`src/rtl/digit_scan_ctrl.sv`:
```
// Eight-digit seven-segment scan controller driving a 3-to-8 active-low
// digit decoder (select + {G1,G2} enable) and a shared active-low segment bus.
// Host loads are double-buffered and applied only at frame start.
module digit_scan_ctrl #(
  parameter int unsigned SCAN_CYCLES  = 100000,
  parameter int unsigned BLANK_CYCLES = 1000,
  parameter int unsigned CNT_W        = 17
) (
  input  logic        iClk,
  input  logic        iRst,
  input  logic        iLoad,
  input  logic [31:0] iValue,
  input  logic [7:0]  iMask,
  input  logic [7:0]  iDp,
  output logic [2:0]  oSel,
  output logic [1:0]  oEna,
  output logic [7:0]  oSeg,
  output logic        oFrame,
  output logic        oPending
);

  typedef enum logic {
    BLANK = 1'b0,
    SHOW  = 1'b1
  } state_t;

  state_t           state, state_nxt;
  logic [CNT_W-1:0] cnt, cnt_nxt;
  logic [2:0]       sel_nxt;
  logic             transfer;
  logic             frame_nxt;
  logic             pending_nxt;

  logic [31:0]      act_value, pend_value, act_value_nxt;
  logic [7:0]       act_mask, pend_mask, act_mask_nxt;
  logic [7:0]       act_dp, pend_dp, act_dp_nxt;

  logic [3:0]       nib;
  logic [1:0]       ena_nxt;
  logic [7:0]       seg_nxt;

  function automatic logic [6:0] hex7(input logic [3:0] n);
    case (n)
      4'h0: hex7 = 7'h40;
      4'h1: hex7 = 7'h79;
      4'h2: hex7 = 7'h24;
      4'h3: hex7 = 7'h30;
      4'h4: hex7 = 7'h19;
      4'h5: hex7 = 7'h12;
      4'h6: hex7 = 7'h02;
      4'h7: hex7 = 7'h78;
      4'h8: hex7 = 7'h00;
      4'h9: hex7 = 7'h10;
      4'hA: hex7 = 7'h08;
      4'hB: hex7 = 7'h03;
      4'hC: hex7 = 7'h46;
      4'hD: hex7 = 7'h21;
      4'hE: hex7 = 7'h06;
      default: hex7 = 7'h0E;
    endcase
  endfunction

  // Dwell timing, digit advance and frame-start transfer decision.
  always_comb begin
    state_nxt = state;
    cnt_nxt   = cnt + 1'b1;
    sel_nxt   = oSel;
    transfer  = 1'b0;
    frame_nxt = 1'b0;
    case (state)
      BLANK: begin
        if (cnt == CNT_W'(BLANK_CYCLES - 1)) begin
          state_nxt = SHOW;
          cnt_nxt   = '0;
          if (oSel == 3'd0) begin
            frame_nxt = 1'b1;
            transfer  = oPending;
          end
        end
      end
      SHOW: begin
        if (cnt == CNT_W'(SCAN_CYCLES - 1)) begin
          state_nxt = BLANK;
          cnt_nxt   = '0;
          sel_nxt   = oSel + 3'd1;
        end
      end
      default: begin
        state_nxt = BLANK;
        cnt_nxt   = '0;
      end
    endcase
  end

  // Next active buffer and the outputs for the upcoming state; the transfer
  // reads pending before any coincident load overwrites it.
  always_comb begin
    act_value_nxt = transfer ? pend_value : act_value;
    act_mask_nxt  = transfer ? pend_mask  : act_mask;
    act_dp_nxt    = transfer ? pend_dp    : act_dp;
    pending_nxt   = iLoad ? 1'b1 : (transfer ? 1'b0 : oPending);
    nib           = act_value_nxt[{sel_nxt, 2'b00} +: 4];
    ena_nxt       = 2'b01;
    seg_nxt       = '1;
    if (state_nxt == SHOW && act_mask_nxt[sel_nxt]) begin
      ena_nxt = 2'b10;
      seg_nxt = {~act_dp_nxt[sel_nxt], hex7(nib)};
    end
  end

  // Scan state register.
  always_ff @(posedge iClk) begin
    if (iRst) begin
      state <= BLANK;
      cnt   <= '0;
      oSel  <= '0;
    end else begin
      state <= state_nxt;
      cnt   <= cnt_nxt;
      oSel  <= sel_nxt;
    end
  end

  // Display buffers and registered decoder/segment outputs.
  always_ff @(posedge iClk) begin
    if (iRst) begin
      act_value  <= '0;
      act_mask   <= '0;
      act_dp     <= '0;
      pend_value <= '0;
      pend_mask  <= '0;
      pend_dp    <= '0;
      oEna       <= 2'b01;
      oSeg       <= '1;
      oFrame     <= 1'b0;
      oPending   <= 1'b0;
    end else begin
      act_value <= act_value_nxt;
      act_mask  <= act_mask_nxt;
      act_dp    <= act_dp_nxt;
      if (iLoad) begin
        pend_value <= iValue;
        pend_mask  <= iMask;
        pend_dp    <= iDp;
      end
      oEna     <= ena_nxt;
      oSeg     <= seg_nxt;
      oFrame   <= frame_nxt;
      oPending <= pending_nxt;
    end
  end

endmodule

```
`config.mk`:
```
export PLATFORM = sky130hd
export DESIGN_NAME = digit_scan_ctrl
export DESIGN_NICKNAME = d
export VERILOG_FILES = /design/src/rtl/digit_scan_ctrl.sv
export SDC_FILE = /design/constraint.sdc
export NUM_CORES = 1
export LEC_CHECK = 0
export ABC_AREA = 0
export CORE_MARGIN = 3
export CORE_UTILIZATION = 55
export DETAILED_ROUTE_END_ITERATION = 7
export PLACE_DENSITY_LB_ADDON = 0.25
export SYNTH_ARGS = -nofsm -noshare
export SYNTH_HDL_FRONTEND = slang
export SYNTH_SLANG_ARGS = --single-unit
```
`constraint.sdc`:
```
create_clock -name iClk -period 8.7 [get_ports iClk]
set_clock_uncertainty 0.2 [all_clocks]
set_input_delay 2.61 -clock iClk [delete_from_list [all_inputs] [get_ports iClk]]
set_output_delay 2.61 -clock iClk [all_outputs]
set_load 0.005 [all_outputs]
```
# Word level (Yosys, flattened, before mapping)
# Memories as Yosys holds them, arrays and structs flattened. A register that Yosys moved wholly into a read port is not among the register bits.
# Index checks and enable logic that the tools add are counted.
# Widths: inputs -> output; s select.
[totals] register_bits=129 rom_bits=112 inputBits=51 word_cells=51 memories=1
[classes] add_sub_neg=2 order_cmp=1 eq_ne=2 n_shift=1 n_mux=22 n_bitwise=4 n_reduce_logical=5
[mem_list] memory="(no name shown)" words=16 word_bits=7 read_ports=1 rd_clocked_by_memory_dff=1 write_ports=0 line="43" rtl="case (n)"
[op_table] operator="$mux 17" count=2
[op_table] operator="$pmux 17 s2" count=1
[op_table] operator="$mux 32" count=1
[op_table] operator="$shiftx 32x6->4" count=1
[op_table] operator="$add 17x1->17 const B" count=1
[op_table] operator="$eq 17x10->1 const B" count=1
[op_table] operator="$eq 17x17->1 const B" count=1
[op_table] operator="$mux 8" count=2
[op_table] operator="$mux 1" count=10
[op_table] operator="$bmux 1 s3" count=2
[op_table] operator="$mux 3" count=2
[op_table] operator="$lt 3x4->1 const B" count=1
[op_table] operator="$not 1->1" count=4
[op_table] operator="$add 3x1->3 const B" count=1
[op_table] operator="$logic_not 3->1" count=1
[op_table] operator="$reduce_or 3->1" count=1
[op_table] operator="$mux 2" count=1
[op_table] operator="$pmux 1 s2" count=1
[op_table] operator="$reduce_bool 2->1" count=1
[op_table] operator="$reduce_or 2->1" count=1
[op_table] operator="$logic_and 1x1->1" count=1

# Logic depth before layout (Yosys ltp)
# Gate-level depths: netlist of the first run.
[depth] depth_word=10 ltp_mapped=17 depth_no_buf=14

# Worst setup path after synthesis of the first run
# OpenSTA, ideal clock, no wires.
[synth_path] path_kind="input to register" from="input port iLoad" to="register pend_value[22]" arrival_ns=3.925 required_ns=8.372 setup_slack_ns=4.447 cell_stages=5 n_path_buf=3 path_cell_list="clkbuf_1 -> clkbuf_1 -> buf_1 -> mux2i_1 -> nor2_1"
[synth_lines] item="from (decl)" line="11" rtl="input logic iLoad,"
[synth_lines] item="to (signal assigned)" line="142" rtl="pend_value <= iValue;"
[synth_lines] item="to (decl)" line="34" rtl="logic [31:0] act_value, pend_value, act_value_nxt;"

# Final worst setup path of the first run
[layout_path] from="register oSel[1]" to="output port oSel[1]"
[layout_lines] item="from (decl)" line="15" rtl="output logic [2:0] oSel,"
[layout_lines] item="from (signal assigned)" line="120" rtl="oSel <= sel_nxt;"
# No word-level cell between the ends.

==> results.sh, run 1 <==
export IMPL_grt_use_met2=0.3402
export IMPL_stdcell_count=764
export IMPL_p_leak_uw=0.003026
export IMPL_fin_util=0.7156
export IMPL_tns_ns=0
export IMPL_max_cap_viol_count=0
export IMPL_p_per_area_nw_per_um2=208.0
export IMPL_holdPathStages=1
export IMPL_coreArea_um2=9459
export IMPL_die_w_um=105.8
export IMPL_hold_violations=0
export IMPL_diodes=0
export IMPL_cts_reportedPaths_clkPinSlew_ns=0.06
export IMPL_port_buffers=65
export IMPL_slew_violations=0
export IMPL_grt_pass1_vias=3961
export IMPL_cts_buffers=17
export IMPL_cts_tree="built"
export IMPL_path_buf_inv=1
export IMPL_crit_cells=1
export IMPL_initial_core_util=0.5792
export IMPL_syn_area_per_cell_um2=9.680
export IMPL_critPathKind="reg2out"
export IMPL_synthToLayoutAreaGrowth_pct=23.54
export IMPL_clkLatencyLatePin_ns=0.52
export IMPL_htree_levels=4
export IMPL_path_delay_family="buffers and inverters"
export IMPL_worst_pin_slew_ns=1.109
export IMPL_crit_fanout=4
export IMPL_finalSetupViolations=0
export IMPL_p_total_uw=1408
export IMPL_ctsLongestPathBuffers=2
export IMPL_reg2reg_slack_ns=4.48
export IMPL_vias_per_cell=5.259
export IMPL_ant_nets=0
export IMPL_p_int_uw=1113
export IMPL_max_freq_mhz=232.6
export IMPL_antenna_found_initial=0
export IMPL_drt_iter0_drc=235
export IMPL_finalCritPeriodShare=0.4942
export IMPL_worstPathCellList="clkdlybuf4s50_1"
export IMPL_reg2reg_depth=12
export IMPL_rsz0062_at_grt="false"
export IMPL_drc_errors=0
export IMPL_ctsHoldBuffers=0
export IMPL_syn_area_um2=5479
export IMPL_vdd_drop_max_mv=0.3127
export IMPL_combPwrFrac=0.045
export IMPL_fp_dieH_um=105.8
export IMPL_synth_distinct_cells=49
export IMPL_met3_usage=0.06920
export IMPL_nNetsFinal=682
export IMPL_ys_async_sr_fraction=0
export IMPL_dieArea_um2=11200
export IMPL_pwr_share_seq=0.437
export IMPL_wl_um=11140
export IMPL_critPathMaxStageDelay_ns=0.55
export IMPL_layout_common_cells="129 x dfxtp_1, 109 x nor2_1, 101 x mux2i_1"
export IMPL_syn_nets=626
export IMPL_drt_pass1_iterations=5
export IMPL_synth_cells=566
export IMPL_drive_gt1_frac=0.08976
export IMPL_rows=35
export IMPL_p_switching_uw=294.4
export IMPL_num_vias=4018
export IMPL_wl_per_cell_um=14.58
export IMPL_grt_remaining_overflow=0
export IMPL_gp_congestion=0.8403
export IMPL_grt_max_degree=103
export IMPL_outcome="finished, final reports clean"
export IMPL_worstPathArrival_ns=1.49
export IMPL_met1_usage=0.2678
export IMPL_hpwl_um=7174
export IMPL_cts_resized=0
export IMPL_min_period_ns=4.300
export IMPL_grt_usage=0.2104
export IMPL_critPathRequiredTime_ns=5.89
export IMPL_crit_slowest_cell="clkdlybuf4s50_1"
export IMPL_top_usage_layer="met2"
export IMPL_ys_seq_area_frac=0.4713
export IMPL_cts_root_buf="clkbuf_8"
export IMPL_cp_end_kind="output pin"
export IMPL_synth_edf_count=0
export IMPL_final_common_cell="dfxtp_1"
export IMPL_cts_sinks=129
export IMPL_clkPwrFrac=0.518
export IMPL_hold_path_class="reg2reg"
export IMPL_p_sw_frac=0.2091
export IMPL_yosys_register_bits=129
export IMPL_cp_start_kind="flip-flop"
export IMPL_synth_warning_count=0
export IMPL_max_slew_margin=0.2558
export IMPL_grt_pass1_wl_um=18730
export IMPL_post_cts_buffers=0
export IMPL_synthFlopType="dfxtp_1"
export IMPL_design_portCount=66
export IMPL_numPlacedInstances=732
## cell type report
type | count | area [um^2]
Multi-Input combinational cell | 396 | 2705
Fill cell | 689 | 2690
Clock buffer | 18 | 427.9
Inverter | 9 | 33.78
Clock inverter | 14 | 187.7
Timing Repair Buffer | 69 | 670.6
Tap cell | 129 | 161.4
Sequential cell | 129 | 2582
## synth_stat cells, types with 2 or more instances
master | count | area [um^2]
dfxtp_1 | 129 | 2582
nor2_1 | 109 | 409.1
mux2i_1 | 101 | 1011
nand2_1 | 54 | 202.7
a21oi_1 | 23 | 115.1
clkbuf_1 | 21 | 78.83
xor2_1 | 12 | 105.1
a211oi_1 | 11 | 82.58
nand3_1 | 11 | 55.05
ha_1 | 9 | 112.6
inv_1 | 9 | 33.78
nor2b_1 | 8 | 50.05
mux2_2 | 7 | 78.83
buf_2 | 6 | 30.03
buf_6 | 4 | 45.04
xnor2_1 | 4 | 35.03
a22oi_1 | 3 | 22.52
nor3_1 | 3 | 15.01
o22ai_1 | 3 | 18.77
a22o_1 | 2 | 17.52
a311oi_1 | 2 | 17.52
and2b_1 | 2 | 15.01
and3_1 | 2 | 12.51
nand4_1 | 2 | 12.51
o211ai_1 | 2 | 15.01
o21ai_1 | 2 | 10.01
o311ai_1 | 2 | 17.52
or3_1 | 2 | 12.51
## final timing paths
path                                    startpoint                  to
worst min register to register   cnt[0]$_SDFF_PP0_   cnt[0]$_SDFF_PP0_
worst max-delay path            oSel[1]$_SDFF_PP0_             oSel[1]
worst max register to register  cnt[12]$_SDFF_PP0_  oSeg[3]$_SDFF_PP1_
worst min-delay path             cnt[0]$_SDFF_PP0_   cnt[0]$_SDFF_PP0_
## stage by stage
stage          hold WS [ns]  worst slack [ns]  instance area, um^2
4_1_cts              0.2483             4.366                 6769
3_5_place_dp         0.2399             3.945                 6153
5_1_grt              0.2767             4.158                 6769
2_1_floorplan        0.2175             4.447                 5479
6_report             0.2447             4.400                 6769
3_3_place_gp         0.2234             4.049                 6153
## flip-flops by register name, summed over array words and instances, names as in the netlist, 3 cells and up
name / flops
oSel: 3
act_dp: 8
oSeg: 8
act_mask: 8
pend_mask: 8
act_value: 32
pend_dp: 8
cnt: 17
pend_value: 32
## kinds of logic (layout without fill, tap and decap cells)
kind of cell,count (synthesis),after routing,share of synthesized area
AOI/OAI and AO/OA,54,54,0.06851
and+or+nand+nor,207,207,0.1710
DFF,129,129,0.4713
xor gates and xnor gates,17,17,0.03060
buffers and inverters,41,110,0.03494
muxes,109,109,0.2030
adders and majority gates,9,9,0.02055
## per-layer routing
layer / vias to the layer above / part of all wire
met1: 1897 / 0.46
met4: 0 / 0.0081
met2: 72 / 0.50
met3: 6 / 0.036
li1: 2043 / -
met5: - / 0
## power groups by stage
stage               Sequential, uW  Clock [uW]  Combinational [uW]
finish                         616         729                62.7
detailed placement             628           0                63.3
global placement               628           0                60.9
global route                   617         766                69.4
CTS                            616         740                63.4
floorplan                      625           0                34.4
Power figures use the tool's default switching activity.
==> inputs of run 2 (changes only) <==
clock period = 4.5 ns   (was 8.7 ns; I/O delays follow)
==> run 2 against run 1 <==
Non-clock buffer count increased by 6. Critical path depth rose by 13. Cell count increased by 0.79%. Setup slack worse by 3.7 ns. Clock power increased by 78%. Clock-buffer cell count rose by 4. Hold slack gained 0.0014 ns. Cell area is essentially flat. Wire length rose by 1.7%.
==> results.sh, run 2 (synthesized netlist as in run 1, its figures left out) <==
export IMPL_outcome="finished, final reports clean"
export IMPL_worst_pin_slew_ns=1.208
export IMPL_p_leak_uw=0.003044
export IMPL_path_buf_inv=2
export IMPL_port_buffers=65
export IMPL_drt_pass1_iterations=4
export IMPL_grt_usage=0.2131
export IMPL_tns_ns=0
export IMPL_die_w_um=105.8
export IMPL_multi_input_area_um2=2705
export IMPL_wl_um=11330
export IMPL_clkLatencyLatePin_ns=0.52
export IMPL_grt_pass1_vias=3937
export IMPL_worstPathArrival_ns=4.00
export IMPL_grt_max_degree=102
export IMPL_slew_violations=0
export IMPL_finalSetupViolations=0
export IMPL_register_area_um2=2582
export IMPL_p_per_area_nw_per_um2=385.6
export IMPL_layout_common_cells="129 x dfxtp_1, 109 x nor2_1, 101 x mux2i_1"
export IMPL_max_freq_mhz=262.7
export IMPL_dieArea_um2=11200
export IMPL_vdd_drop_max_mv=0.3823
export IMPL_min_from="act_dp[2]$_SDFF_PP0_"
export IMPL_drt_iter0_drc=179
export IMPL_critPathKind="reg2reg"
export IMPL_cts_sinks=129
export IMPL_largestRegisters="act_value x32, pend_value x32, cnt x17"
export IMPL_grt_remaining_overflow=0
export IMPL_grt_pass1_wl_um=19260
export IMPL_cp_start_kind="flip-flop"
export IMPL_drive_gt1_frac=0.09360
export IMPL_vias_per_cell=5.339
export IMPL_cts_resized=0
export IMPL_fp_dieH_um=105.8
export IMPL_synthToLayoutAreaGrowth_pct=23.64
export IMPL_hold_violations=0
export IMPL_gp_congestion=0.8846
export IMPL_rows=35
export IMPL_coreArea_um2=9459
export IMPL_ctsLongestPathBuffers=2
export IMPL_cts_tree="built"
export IMPL_worstPathCellList="ha_1, nand2_1, nor4_2, nand4_4, buf_12, mux2i_1, mux2_2, o22ai_1, nor2_2, inv_1, ha_1, mux2_2, mux2i_1, nand2_1"
export IMPL_finish_instance_area_um2=6774
export IMPL_min_period_ns=3.807
export IMPL_antenna_found_initial=0
export IMPL_crit_fanout=23
export IMPL_hpwl_um=7581
export IMPL_initial_core_util=0.5792
export IMPL_cts_root_buf="clkbuf_8"
export IMPL_wl_per_cell_um=14.71
export IMPL_diodes=0
export IMPL_nNetsFinal=688
export IMPL_nFillCells=730
export IMPL_critPathMaxStageDelay_ns=0.42
export IMPL_cts_reportedPaths_clkPinSlew_ns=0.06
export IMPL_crit_slowest_cell="nor4_2"
export IMPL_final_common_cell="dfxtp_1"
export IMPL_max_slew_margin=0.1891
export IMPL_critPathRequiredTime_ns=4.69
export IMPL_finalCritPeriodShare=0.8460
export IMPL_crit_start="cnt[0]$_SDFF_PP0_"
export IMPL_ant_nets=0
export IMPL_htree_levels=4
export IMPL_post_cts_buffers=0
export IMPL_num_vias=4111
export IMPL_max_cap_viol_count=0
export IMPL_reg2reg_from="cnt[0]$_SDFF_PP0_"
export IMPL_drc_errors=0
export IMPL_design_portCount=66
export IMPL_hold_path_class="reg2reg"
export IMPL_ctsHoldBuffers=0
export IMPL_path_delay_family="simple AND/OR/NAND/NOR gates"
export IMPL_placed_area_um2=6211
export IMPL_rsz0062_at_grt="false"
export IMPL_cts_buffers=17
export IMPL_fin_util=0.7161
export IMPL_cp_end_kind="flip-flop"
run 2: changes by cell type in the layout (fill, tap and decap cells not counted):
| cell | delta |
|---|---|
| buf_12 | +1 |
| buf_4 | +5 |
| bufinv_16 | -2 |
| clkbuf_1 | +3 |
| clkbuf_8 | +1 |
| clkinv_2 | +1 |
| clkinv_4 | +1 |
| clkinvlp_4 | -3 |
| inv_6 | -1 |
run 2: area by class of cell:
type | count | area share
well taps | 129 | 0.02383
flip-flops and latches | 129 | 0.3812
repair buffers | 75 | 0.1075
clock buffers | 22 | 0.06686
multi-input cells | 396 | 0.3993
inverters | 9 | 0.004987
clock inverters | 10 | 0.01625
run 2: final timing paths:
path	end	slack [ns]	cells past startpoint
max	oSeg[3]$_SDFF_PP1_	0.69	14
min	act_dp[2]$_SDFF_PP0_	0.25	2
max reg2reg	oSeg[3]$_SDFF_PP1_	0.69	14
min reg2reg	act_dp[2]$_SDFF_PP0_	0.25	2
run 2: per-layer routing:
layer  global-route usage  up-vias  wire length [um]
met2               0.3393       98              5393
met4              0.08603        0               210
met1               0.2805     1938              5268
met3              0.04776       19               455
met5                    0        -                 0
li1                     -     2056                 -
run 2: metrics by stage:
stage	instances	total power (uW)	hold WS (ns)	worst slack, ns
finish	770	2612	0.2461	0.6932
global route	770	2693	0.2710	0.3589
CTS	770	2628	0.2490	0.6736
detailed placement	738	1337	0.2408	0.7267
global placement	738	1331	0.2312	0.8568
floorplan	566	1275	0.2175	0.9411
run 2: worst register-to-register path: stages (launching register included):
cell and delay [ns]:
dfxtp_1 0.36, ha_1 0.21, nand2_1 0.17, nor4_2 0.42, nand4_4 0.35, buf_12 0.29
mux2i_1 0.26, mux2_2 0.21, o22ai_1 0.09, nor2_2 0.28, inv_1 0.11, ha_1 0.25
mux2_2 0.28, mux2i_1 0.13, nand2_1 0.06
run 2: power breakdown:
part	switching [uW]	leakage, uW	internal [uW]
logic	51.2	0.00172	69.6
clock network	486	0.000278	813
registers	20.3	0.00105	1170
total	557	0.00304	2050
